$ cat src/rtl/computer.sv
// Eight-bit bus-oriented teaching computer: 16x8 RAM, A/B/OUT registers, an
// ADD/SUB ALU with carry/zero flags, and a fixed six-microstep control sequencer.
`timescale 1ns/1ps

module register_8 #(
  parameter int DATA_W = 8
) (
  input  logic              clk,
  input  logic              reset,
  input  logic              load,
  input  logic [DATA_W-1:0] bus,
  output logic [DATA_W-1:0] latched_data
);

  always_ff @(posedge clk or posedge reset) begin
    if (reset) latched_data <= '0;
    else if (load) latched_data <= bus;
  end

endmodule

module computer #(
  parameter int DATA_W = 8
) (
  input  logic              clk,
  input  logic              reset,
  output logic [DATA_W-1:0] out_val
);

  localparam int ADDR_W = 4;

  localparam logic [3:0] OP_NOP = 4'h0;
  localparam logic [3:0] OP_LDA = 4'h1;
  localparam logic [3:0] OP_LDB = 4'h2;
  localparam logic [3:0] OP_ADD = 4'h3;
  localparam logic [3:0] OP_SUB = 4'h4;
  localparam logic [3:0] OP_STA = 4'h5;
  localparam logic [3:0] OP_LDI = 4'h6;
  localparam logic [3:0] OP_JMP = 4'h7;
  localparam logic [3:0] OP_JC  = 4'h8;
  localparam logic [3:0] OP_JZ  = 4'h9;
  localparam logic [3:0] OP_OUT = 4'hE;
  localparam logic [3:0] OP_HLT = 4'hF;

  typedef enum logic [2:0] {T0, T1, T2, T3, T4, T5} step_t;
  typedef enum logic [2:0] {BUS_NONE, BUS_PC, BUS_RAM, BUS_OPND, BUS_A, BUS_ALU} bus_sel_t;

  // Power-up image only; reset never touches the RAM.
  logic [DATA_W-1:0] ram [16] = '{
    8'h1E, 8'h2F, 8'h30, 8'hE0, 8'hF0, 8'h00, 8'h00, 8'h00,
    8'h00, 8'h00, 8'h00, 8'h00, 8'h00, 8'h00, 8'h44, 8'h22
  };

  step_t             step;
  logic [ADDR_W-1:0] pc;
  logic [ADDR_W-1:0] mar;
  logic [DATA_W-1:0] ir;
  logic [DATA_W-1:0] out_reg;
  logic              c_flag;
  logic              z_flag;
  logic              halted;

  logic [DATA_W-1:0] a_val;
  logic [DATA_W-1:0] b_val;
  logic [DATA_W-1:0] bus;
  logic [DATA_W:0]   alu_res;
  logic [3:0]        opcode;

  bus_sel_t bus_sel;
  logic     mar_ld, ir_ld, pc_inc, pc_ld, a_ld, b_ld, ram_we, out_ld, flags_ld, halt_set;

  // Carry out for ADD; for SUB the carry of A + ~B + 1 is the no-borrow flag (A >= B).
  function automatic logic [DATA_W:0] alu(input logic [DATA_W-1:0] a,
                                          input logic [DATA_W-1:0] b,
                                          input logic              sub);
    logic [DATA_W:0] r;
    if (sub) r = {1'b0, a} + {1'b0, ~b} + {{DATA_W{1'b0}}, 1'b1};
    else     r = {1'b0, a} + {1'b0, b};
    return r;
  endfunction

  function automatic step_t next_step(input step_t s);
    step_t n;
    case (s)
      T0:      n = T1;
      T1:      n = T2;
      T2:      n = T3;
      T3:      n = T4;
      T4:      n = T5;
      default: n = T0;
    endcase
    return n;
  endfunction

  register_8 #(.DATA_W(DATA_W)) u_register_A (
    .clk          (clk),
    .reset        (reset),
    .load         (a_ld),
    .bus          (bus),
    .latched_data (a_val)
  );

  register_8 #(.DATA_W(DATA_W)) u_register_B (
    .clk          (clk),
    .reset        (reset),
    .load         (b_ld),
    .bus          (bus),
    .latched_data (b_val)
  );

  assign opcode  = ir[7:4];
  assign alu_res = alu(a_val, b_val, opcode == OP_SUB);

  always_comb begin
    bus_sel  = BUS_NONE;
    mar_ld   = 1'b0;
    ir_ld    = 1'b0;
    pc_inc   = 1'b0;
    pc_ld    = 1'b0;
    a_ld     = 1'b0;
    b_ld     = 1'b0;
    ram_we   = 1'b0;
    out_ld   = 1'b0;
    flags_ld = 1'b0;
    halt_set = 1'b0;
    if (!halted) begin
      case (step)
        T0: begin
          bus_sel = BUS_PC;
          mar_ld  = 1'b1;
        end
        T1: begin
          bus_sel = BUS_RAM;
          ir_ld   = 1'b1;
          pc_inc  = 1'b1;
        end
        T2: begin
          case (opcode)
            OP_LDA, OP_LDB, OP_STA: begin
              bus_sel = BUS_OPND;
              mar_ld  = 1'b1;
            end
            OP_ADD, OP_SUB: begin
              bus_sel  = BUS_ALU;
              a_ld     = 1'b1;
              flags_ld = 1'b1;
            end
            OP_LDI: begin
              bus_sel = BUS_OPND;
              a_ld    = 1'b1;
            end
            OP_JMP: begin
              bus_sel = BUS_OPND;
              pc_ld   = 1'b1;
            end
            OP_JC: begin
              bus_sel = c_flag ? BUS_OPND : BUS_NONE;
              pc_ld   = c_flag;
            end
            OP_JZ: begin
              bus_sel = z_flag ? BUS_OPND : BUS_NONE;
              pc_ld   = z_flag;
            end
            OP_OUT: begin
              bus_sel = BUS_A;
              out_ld  = 1'b1;
            end
            OP_HLT:  halt_set = 1'b1;
            default: ;
          endcase
        end
        T3: begin
          case (opcode)
            OP_LDA: begin
              bus_sel = BUS_RAM;
              a_ld    = 1'b1;
            end
            OP_LDB: begin
              bus_sel = BUS_RAM;
              b_ld    = 1'b1;
            end
            OP_STA: begin
              bus_sel = BUS_A;
              ram_we  = 1'b1;
            end
            default: ;
          endcase
        end
        default: ;
      endcase
    end
  end

  always_comb begin
    case (bus_sel)
      BUS_PC:   bus = {{(DATA_W-ADDR_W){1'b0}}, pc};
      BUS_RAM:  bus = ram[mar];
      BUS_OPND: bus = {{(DATA_W-ADDR_W){1'b0}}, ir[ADDR_W-1:0]};
      BUS_A:    bus = a_val;
      BUS_ALU:  bus = alu_res[DATA_W-1:0];
      default:  bus = '0;
    endcase
  end

  always_ff @(posedge clk) begin
    if (ram_we) ram[mar] <= bus;
  end

  // The halting edge itself does not advance the microstep, so a halted machine rests at T2.
  always_ff @(posedge clk or posedge reset) begin
    if (reset) begin
      step    <= T0;
      pc      <= '0;
      mar     <= '0;
      ir      <= '0;
      out_reg <= '0;
      c_flag  <= 1'b0;
      z_flag  <= 1'b0;
      halted  <= 1'b0;
    end else if (!halted) begin
      if (mar_ld) mar <= bus[ADDR_W-1:0];
      if (ir_ld) ir <= bus;
      if (pc_ld) pc <= bus[ADDR_W-1:0];
      else if (pc_inc) pc <= pc + 1'b1;
      if (out_ld) out_reg <= bus;
      if (flags_ld) begin
        c_flag <= alu_res[DATA_W];
        z_flag <= (alu_res[DATA_W-1:0] == '0);
      end
      if (halt_set) halted <= 1'b1;
      else step <= next_step(step);
    end
  end

  assign out_val = out_reg;

endmodule

$ cat config.mk
export PLATFORM = sky130hd
export DESIGN_NAME = computer
export DESIGN_NICKNAME = d
export VERILOG_FILES = /design/src/rtl/computer.sv
export SDC_FILE = /design/constraint.sdc
export NUM_CORES = 1
export LEC_CHECK = 0
export BUFFER_PORTS_ARGS = -buffer_cell sky130_fd_sc_hd__buf_2
export CELL_PAD_IN_SITES_DETAIL_PLACEMENT = 1
export CELL_PAD_IN_SITES_GLOBAL_PLACEMENT = 2
export CORE_MARGIN = 4
export CORE_UTILIZATION = 50
export CTS_CLUSTER_DIAMETER = 40
export DETAILED_ROUTE_END_ITERATION = 10
export GPL_ROUTABILITY_DRIVEN = 0
export PLACE_DENSITY_LB_ADDON = 0.08
export SLEW_MARGIN = 20
export SYNTH_ARGS = -nofsm -noshare
export SYNTH_HDL_FRONTEND = slang
export SYNTH_SLANG_ARGS = --single-unit
$ cat constraint.sdc
create_clock -name clk -period 4.73 [get_ports clk]
set_input_delay 0.7095 -clock clk [delete_from_list [all_inputs] [get_ports clk]]
set_output_delay 0.7095 -clock clk [all_outputs]
set_load 0.03 [all_outputs]
# Yosys cells after proc, flatten, opt, wreduce, memory -nomap -nowiden
# Memory sizes are Yosys's and may differ from the RTL's.
# Cells that the tools add are included.
dict set report op_classes {
  bitwise 3
  n_addsub 4
  n_eq_ne 20
  muxes 42
  reduce_logical 14
}
# cell n
set op_table {}
lappend op_table {{one-hot mux 8 bit (5 select lines)} 1}
lappend op_table {{one-hot mux 3 bit (5 select lines)} 2}
lappend op_table {{two-way mux 1 bit} 28}
lappend op_table {{adder 8 x 8 -> 9 bit} 2}
lappend op_table {{equality test 4 x 3 -> 1 bit, second input constant} 4}
lappend op_table {{equality test 4 bit, second input constant} 4}
lappend op_table {{equality test 3 x 2 -> 1 bit, second input constant} 4}
lappend op_table {{one-hot mux 3 bit (4 select lines)} 1}
lappend op_table {{AND reduction 2 bit} 6}
lappend op_table {{adder 9 x 1 -> 9 bit, second input constant} 1}
lappend op_table {{equality test 3 bit, second input constant} 3}
lappend op_table {{two-way mux 9 bit} 1}
lappend op_table {{equality test 4 x 2 -> 1 bit, second input constant} 2}
lappend op_table {{logical NOT 8 bit} 1}
lappend op_table {{two-way mux 4 bit} 2}
lappend op_table {{NOT 8 bit} 1}
lappend op_table {{equality test 3 x 1 -> 1 bit, second input constant} 2}
lappend op_table {{one-hot mux 3 bit (2 select lines)} 1}
lappend op_table {{OR reduction 3 bit} 2}
lappend op_table {{OR reduction 5 bit} 1}
lappend op_table {{adder 4 x 1 -> 4 bit, second input constant} 1}
lappend op_table {{equality test 4 x 1 -> 1 bit, second input constant} 1}
lappend op_table {{two-way mux 2 bit} 2}
lappend op_table {{one-hot mux 1 bit (2 select lines)} 2}
lappend op_table {{6 further kinds} 8}
dict set report totals {
  ramBits 128
  memories 1
  wordCells 94
  ff_bits 46
  inputBits 2
  output_inout_bits 8
}
# name words width rd rd_clocked_by_memory_dff write_ports line
set memory_table {}
lappend memory_table {ram 16 8 1 0 1 49} ;# logic [DATA_W-1:0] ram [16] = '{

# Depth between registers and ports, before layout
# Gate-level depths: netlist of run 1.
dict set report depth {
  word_depth 8
  ltp_mapped 11
  depth_no_buf 11
}

# Hierarchy
# From an unflattened synthesis of run 1, not the netlist that was laid out.
dict set report hier_totals {
  hier_cells 556
  hier_area_um2 8100.3
}
# mod cells_each instances area_each_um2 seq_area_each_um2
set by_module_without_submodules {}
lappend by_module_without_submodules {computer 520 1 7429.6 4594.4}
lappend by_module_without_submodules {register_8 18 2 335.3 200.2}

# Worst setup path after synthesis of run 1
# OpenSTA, ideal clock, no wires.
dict set report synth_timing {
  kind {reg-to-reg}
  startpoint {register mar[1]}
  endpoint {memory ram[0][0] (data pin)}
  n_path_buf 2
  setup_ps 360
  required_ps 4370
  setup_slack_ps 1896
  stages_incl_launch_ff 8
  arrival_time_ps 2474
  synth_period_minus_slack_ps 2834
  path_cell_list {dfrtp_1 clkbuf_1 clkbuf_1 mux4_2 a211oi_1 a21oi_1 a222oi_1 nand2_1}
}
dict set report synth_via {
  elab_chain_cells 2
}
# item line
set synth_rtl {}
lappend synth_rtl {{from (decl)} 56} ;# logic [ADDR_W-1:0] mar;
lappend synth_rtl {{from (signal assigned)} 221} ;# if (mar_ld) mar <= bus[ADDR_W-1:0];
lappend synth_rtl {{memory (16 x 8 bit)} -}
lappend synth_rtl {{one-hot mux 8 bit (5 select lines)} 195} ;# case (bus_sel)
lappend synth_rtl {{named net bus[0]} 65} ;# logic [DATA_W-1:0] bus;
lappend synth_rtl {{to (decl)} 49}
# The timed path passes the listed nets, and every way through them passes these cells.

# Final worst setup path of run 1
dict set report layout_timing {
  startpoint {register mar[0]}
  endpoint {register out_reg[7], in the netlist out_val[7]}
}
dict set report layout_via {
  elab_chain_cells 2
}
# item line
set layout_rtl {}
lappend layout_rtl {{memory (16 x 8 bit)} -}
lappend layout_rtl {{one-hot mux 8 bit (5 select lines)} 195}
lappend layout_rtl {{named net bus[7]} 65}
lappend layout_rtl {{to (signal assigned)} 225} ;# if (out_ld) out_reg <= bus;
lappend layout_rtl {{to (decl)} 58} ;# logic [DATA_W-1:0] out_reg;
# The timed path passes the listed nets, and every way through them passes these cells.
# A chain may end at the register's enable or synchronous reset.

==> results.md, run 1 <==
- Initial antenna violation count: 0
- Int Power: 2.33 mW
- First DRT Iteration DRCs: 287
- Post-CTS sizing: 0
- P&R area growth vs syn: 10.6%
- Worst slew pin tran: 1190 ps
- Vias in the first global route: 5078
- PD cells: 338 nW/µm²
- Number of enable flip-flop cells after synthesis: 128
- Clk pwr share: 0.456
- Post-synth ARST share: 0.264
- Clock transition at path regs: 70 ps
- Initial core utilization: 0.508
- Hold Vio Cnt, Final: 0
- DRC Markers: 0
- Net switching share of the total power: 0.222
- Row count: 46
- Startpoint type of the worst setup path: flip-flop
- Clock Tree Buf Depth: 2
- Final slew viol count: 0
- Critical path's largest stage delay: 950 ps
- Pre-antenna DRT Iters: 4
- DR vias: 4823
- Max Freq: 0.289 GHz
- IO Count: 10
- Main flop type after synthesis: edfxtp_1
- Placed instance area: 8270 µm²
- Gr ovfl total: 0
- Synthesized net count: 587
- RSZ-0062 raised after global routing: no
- Final setup TNS: 0 ps
- Synth warn: 0
- Post-Synth Simple-Gate Area: 0.0929
- Xor/xnor share of the synthesized area: 0.0109
- #FFs+latches synth: 174
- Critical Path AT: 3770 ps
- Worst Skew: 11.0 ps
- Final non-filler cell total: 801
- Crit end category: flip-flop
- TritonCTS clock tree: done
- Dpl cells: 769
- Status: completed
- HP Class: in2async
- WL/cell: 24.0 µm
- Crit path cell chain: buf_4 > mux4_2 > nor2b_1 > a31oi_1 > o21ai_0 > a32oi_1 > nand3_2 > mux2_2
- Number of max-cap violations: 0
- GR Util All Layers: 0.227
- Delay-heaviest family, CP: flip-flops
- Main combinational cell family by area after synthesis: multiplexers
- WL final: 19200 µm
- Mux share of post-synthesis cell area: 0.118
- Vias per cell: 6.02
- Chip width: 135 µm
- Synth Area in Compound Gates: 0.0945
- Die Y: 135 µm
- Setup bufs post-CTS: 0
- Core area: 15800 µm²
- Critical path class: reg2reg
- Netlist cell types: 70
- Relative slew margins: 0.203
- Clk_lat worst skew: 430 ps
- Clk sinks: 174
- Flop pwr share: 0.541
- Layout cells sized above 1: 0.198
- Critical path fanouts, max: 26
- Lkg Pwr: 3.46 nW
- I/O Buffers: 9
- Worst vdd rail ir drop: 0.000262 V
- Nets@finish: 593
- Mapped Area: 8010 µm²
- # diodes: 0
- # setup viols final: 0
- Antenna Nets Post-Route: 0
- Worst path slowest cell: dfrtp_2
- Pin count of the biggest net entering global routing: 47
- Worst path required time: 5040 ps
- DPL Wire Length: 13000 µm
- Buffers and inverters on the worst path: 1
- Clock Root Buffer: clkbuf_16
- Post-CTS Hold Fix Bufs: 0
- Sequential share of the synthesized area: 0.623
- Combinational share of power: 0.003
- Die ar.: 18100 µm²
- Cells after Synth: 566
- Min Tclk post-route: 3460 ps
- H-tree levels: 4
- Total CTS buffers: 17
- Cell area after layout: 8860 µm²
- Fin crit share: 0.731
- Syn_area_per_cell: 14.2 µm²
- Adder-cell share of the synthesized area: 0.0315
- First-pass GRT wire length: 30200 µm
- Fillers: 1554
- P_sw: 0.666 mW
==> routing by layer <==
layer	GRT usage	up-vias	share of wire
met5	0	-	0
met4	0.0707	0	0.018
met3	0.0402	24	0.034
met2	0.400	101	0.54
met1	0.287	2518	0.41
li1	-	2180	-
==> synth_stat cells, types with 4 or more instances <==
cell type	n	area share
nor2_1	31	0.015
clkbuf_1	16	0.0075
o31ai_1	8	0.0075
nor3_1	8	0.0050
nand3b_1	5	0.0047
dfrtp_1	46	0.14
mux4_2	35	0.098
nor2b_1	8	0.0062
mux2_2	8	0.011
ha_1	17	0.027
o21ai_0	25	0.016
buf_1	4	0.0019
or3_1	4	0.0031
a21oi_1	21	0.013
mux2i_1	7	0.0087
o21ai_1	22	0.014
buf_2	8	0.0050
nand2b_1	9	0.0070
nand2_1	53	0.025
inv_1	21	0.0098
edfxtp_1	128	0.48
xnor2_1	8	0.0087
a31oi_1	5	0.0039
==> sequential cells by signal, summed over array words and instances (netlist names) <==
name and flops:
halted 1, pc 4, u_register_A.latched_data 8, out_val 8, u_register_B.latched_data 8, ir 8
c_flag 1, ram 128, step 3, mar 4, z_flag 1
==> layout by cell type (no fill, tap or decap), drive strengths merged, types with 17 or more instances in the layout <==
| cell | count |
|---|---|
| inv | 29 |
| nor2 | 32 |
| a21oi | 22 |
| o21ai | 47 |
| edfxtp | 128 |
| nand2 | 54 |
| ha | 17 |
| clkbuf | 17 |
| buf | 18 |
| dfrtp | 46 |
| mux4 | 35 |
==> through the flow <==
step / hold slack, ps / util / setup slack [ps] / power, mW
floorplan: 454 / - / 1900 / 1.66
CTS: 498 / 0.562 / 1140 / 3.02
global placement: 466 / 0.525 / 1390 / 1.66
global route: 477 / 0.562 / 902 / 3.09
detailed placement: 481 / 0.525 / 1210 / 1.66
finish: 411 / 0.562 / 1270 / 2.99
==> power by group through the flow <==
stage	registers (mW)	logic, mW	clock network [mW]
6_report	1.62	0.00837	1.37
3_5_place_dp	1.65	0.00908	0
4_1_cts	1.62	0.00903	1.39
5_1_grt	1.62	0.0104	1.46
3_3_place_gp	1.65	0.00880	0
2_1_floorplan	1.65	0.00576	0
==> path summary, 6_finish.rpt <==
| check | startpoint | end | slack [ps] | depth (start not counted) |
|---|---|---|---|---|
| setup / recovery | mar[0] | out_val[7] | 1270 | 8 |
| hold reg to reg | out_val[3] | out_val[3] | 490 | 2 |
| min in group clk | out_val[3] | out_val[3] | 490 | 2 |
| max in group asynchronous | reset | mar[0] | 3760 | 2 |
| setup reg to reg | mar[0] | out_val[7] | 1270 | 8 |
| hold / removal | reset | out_val[3] | 410 | 2 |
==> kinds of logic after synthesis <==
family,after synthesis
AOI/OAI and AO/OA,114
buffers and inverters,53
muxes,50
adders and majority gates,19
DFF,174
xor gates and xnor gates,10
and+or+nand+nor,146
==> worst register-to-register path: cells and delay by family, from the launching register on <==
kind	cells	cell delay [ps]
AOI/OAI and AO/OA	3	590
buffers and inverters	1	370
DFF	1	950
muxes	2	920
and+or+nand+nor	2	520
==> layout make-up <==
| cell class | instances | area (µm²) | share of cell area |
|---|---|---|---|
| clock buffer | 17 | 425 | 0.0480 |
| clock inverter | 15 | 164 | 0.0185 |
| inverter | 22 | 83.8 | 0.00946 |
| multi-input combinational | 339 | 2810 | 0.317 |
| sequential | 174 | 5000 | 0.564 |
| tap | 216 | 270 | 0.0305 |
| timing repair buffer | 18 | 113 | 0.0127 |
Note: power is estimated with default switching activity, not from simulation.
==> inputs of run 2 (changes only) <==
--- a/config.mk
+++ b/config.mk
@@ -9,7 +9,7 @@
 export CELL_PAD_IN_SITES_DETAIL_PLACEMENT = 1
 export CELL_PAD_IN_SITES_GLOBAL_PLACEMENT = 2
 export CORE_MARGIN = 4
-export CORE_UTILIZATION = 50
+export CORE_UTILIZATION = 42
 export CTS_CLUSTER_DIAMETER = 40
 export DETAILED_ROUTE_END_ITERATION = 10
 export GPL_ROUTABILITY_DRIVEN = 0
==> constraint.sdc (replaced) <==
create_clock -name clk -period 2.81 [get_ports clk]
set_input_delay 0.4215 -clock clk [delete_from_list [all_inputs] [get_ports clk]]
set_output_delay 0.4215 -clock clk [all_outputs]
set_load 0.03 [all_outputs]
==> results.md, run 2 (same netlist as run 1, synthesis figures left out) <==
- Critical Path End: ram[7][2]
- Commonest non-fill, non-tap cell in the layout: edfxtp_1
- Post-CTS Hold Fix Bufs: 0 (unchanged)
- Clk pwr share: 0.459 (+0.003)
- Largest reg by FF count: ram
- Critical path fanouts, max: 16 (-38%)
- Total CTS buffers: 17 (unchanged)
- HP Class: in2async
- Area of the multi-input gates: 2830 µm² (+0.67%)
- Hold Vio Cnt, Final: 0 (unchanged)
- Gr ovfl total: 0 (unchanged)
- Int Power: 3.99 mW (+71%)
- Chip width: 146 µm (+8.6%)
- Worst path required time: 2970 ps (-2070 ps)
- WL final: 20300 µm (+5.6%)
- Relative slew margins: 0.619 (+0.416)
- DRC Markers: 0 (unchanged)
- Worst slew pin tran: 571 ps (-620 ps)
- Critical Path AT: 2880 ps (-890 ps)
- DR vias: 4932 (+2.3%)
- Net switching share of the total power: 0.214 (-0.00822)
- I/O Buffers: 9 (unchanged)
- Clock Root Buffer: clkbuf_16
- Status: completed
- Critical path class: reg2reg
- GR Util All Layers: 0.200 (-0.0270)
- Final setup TNS: 0 ps (unchanged)
- Clk_lat worst skew: 420 ps (about the same)
- Worst vdd rail ir drop: 0.000406 V (+55%)
- Setup slack, reg-to-reg: 100 ps (-1180 ps)
- Final slew viol count: 0 (unchanged)
- Initial antenna violation count: 0 (unchanged)
- Clk sinks: 174 (unchanged)
- Die Y: 146 µm (+8.6%)
- Flop pwr share: 0.537 (-0.004)
- Reg2reg end: ram[7][2]
- Met3 track utilization from global routing: 0.0289 (-0.0114)
- Combinational share of power: 0.003 (about the same)
- First-pass GRT wire length: 32500 µm (+7.7%)
- Core area: 18700 µm² (+19%)
- Fillers: 1826 (+18%)
- Max FFs per register: 128 (unchanged)
- Pre-antenna DRT Iters: 4 (unchanged)
- Layout Utilization: 0.506 (-0.0563)
- Number of max-cap violations: 0 (unchanged)
- Routing usage on met2: 0.356 (-0.0442)
- Initial core utilization: 0.428 (-0.0797)
- H-tree levels: 4 (unchanged)
- FF/Latch Area: 5000 µm² (about the same)
- Clock transition at path regs: 70 ps (about the same)
- P&R area growth vs syn: 18.1%
- Layout cells sized above 1: 0.290 (+0.0920)
- # diodes: 0 (unchanged)
- Worst Skew: 6.27 ps (-4.69 ps)
- Antenna Nets Post-Route: 0 (unchanged)
- Vias per cell: 5.57 (-7.4%)
- Clock Tree Buf Depth: 2 (unchanged)
- First DRT Iteration DRCs: 293 (+2.1%)
- DPL Wire Length: 14900 µm (+14%)
- P_sw: 1.09 mW (+63%)
- Startpoint type of the worst setup path: flip-flop
- Fin crit share: 0.966 (+0.235)
- Reg2reg path depth: 9 (+1)
- GR peak layer: met2
- PD cells: 536 nW/µm² (+59%)
- Min Tclk post-route: 2710 ps (-744 ps)
- Critical register-to-register path startpoint: ir[6]
- Nets@finish: 659 (+11%)
- Max Freq: 0.368 GHz (+27%)
- Worst setup path start: ir[6]
- WL/cell: 23.0 µm (-4.4%)
- Vias in the first global route: 5397 (+6.3%)
- Commonest non-fill, non-tap cells in the layout: edfxtp_1 (128), buf_4 (69), nand2_1 (52), dfrtp_1 (42), mux4_2 (35)
- TritonCTS clock tree: done
- Row count: 50 (+8.7%)
- # setup viols final: 0 (unchanged)
- IO Count: 10 (unchanged)
- Crit end category: flip-flop
- Pin count of the biggest net entering global routing: 25 (-47%)
- Lkg Pwr: 3.77 nW (+9.0%)
- GR Util met1: 0.257 (-0.0306)
- Die ar.: 21400 µm² (+18%)
run 2: cell count changes in the layout (fill, tap and decap cells not counted), moves of 4 or more:
cell      previous run  this run
clkinv_8             4         0
buf_4                9        69
buf_12               0         5
o21ai_0             25        21
run 2: power groups by stage:
| stage | clock network, mW | registers, mW | logic [mW] |
|---|---|---|---|
| after floorplan | 0 | 2.78 | 0.00970 |
| after global placement | 0 | 2.78 | 0.0181 |
| after detailed placement | 0 | 2.78 | 0.0186 |
| after CTS | 2.39 | 2.73 | 0.0188 |
| after global routing | 2.50 | 2.73 | 0.0207 |
| final | 2.33 | 2.73 | 0.0175 |
run 2: per-layer routing:
| layer | up-vias | wire [µm] |
|---|---|---|
| met5 | - | 0 |
| met4 | 0 | 277 |
| met3 | 18 | 381 |
| met2 | 51 | 11000 |
| met1 | 2566 | 8670 |
| li1 | 2297 | - |
run 2: how the worst min path moves through the flow:
stage	startpoint	to
after floorplan	ir[0]	ir[0]
after global placement	reset	pc[3]
after detailed placement	reset	pc[3]
after CTS	reset	pc[3]
after global routing	reset	pc[3]
final	reset	ir[2]
run 2: critical path, stage by stage, from the launching register on:
cell	delay, ps
dfrtp_1	450
buf_4	200
nand2b_1	140
a21o_1	190
a31o_2	280
nand2_1	170
mux2_2	390
a221oi_4	320
clkinvlp_4	130
buf_4	190
run 2: repair_timing:
action	in CTS	in global routing
setup endpoints to repair	16	111
pin swaps	0	3
gates resized for setup	1	17
setup buffers	0	4
cloned	0	0
run 2: per-stage QoR:
stage | instance area (µm²) | hold slack [ps] | setup WS [ps] | total power [mW] | cells
after detailed placement | 8790 | 467 | -33.9 | 2.80 | 849
after CTS | 9370 | 2.10 | 40.2 | 5.13 | 881
after global routing | 9460 | 18.9 | -16.5 | 5.24 | 885
after floorplan | 8020 | 454 | 3.78 | 2.79 | 566
final | 9460 | 13.6 | 96.0 | 5.07 | 885
after global placement | 8790 | 457 | 50.9 | 2.80 | 849
run 2: layout make-up:
type	instances	share of cell area
Clock inverter	14	0.0153
Tap cell	234	0.0310
Timing Repair Buffer	84	0.0713
Sequential cell	174	0.529
Clock buffer	18	0.0454
Inverter	22	0.00939
Multi-Input combinational cell	339	0.299
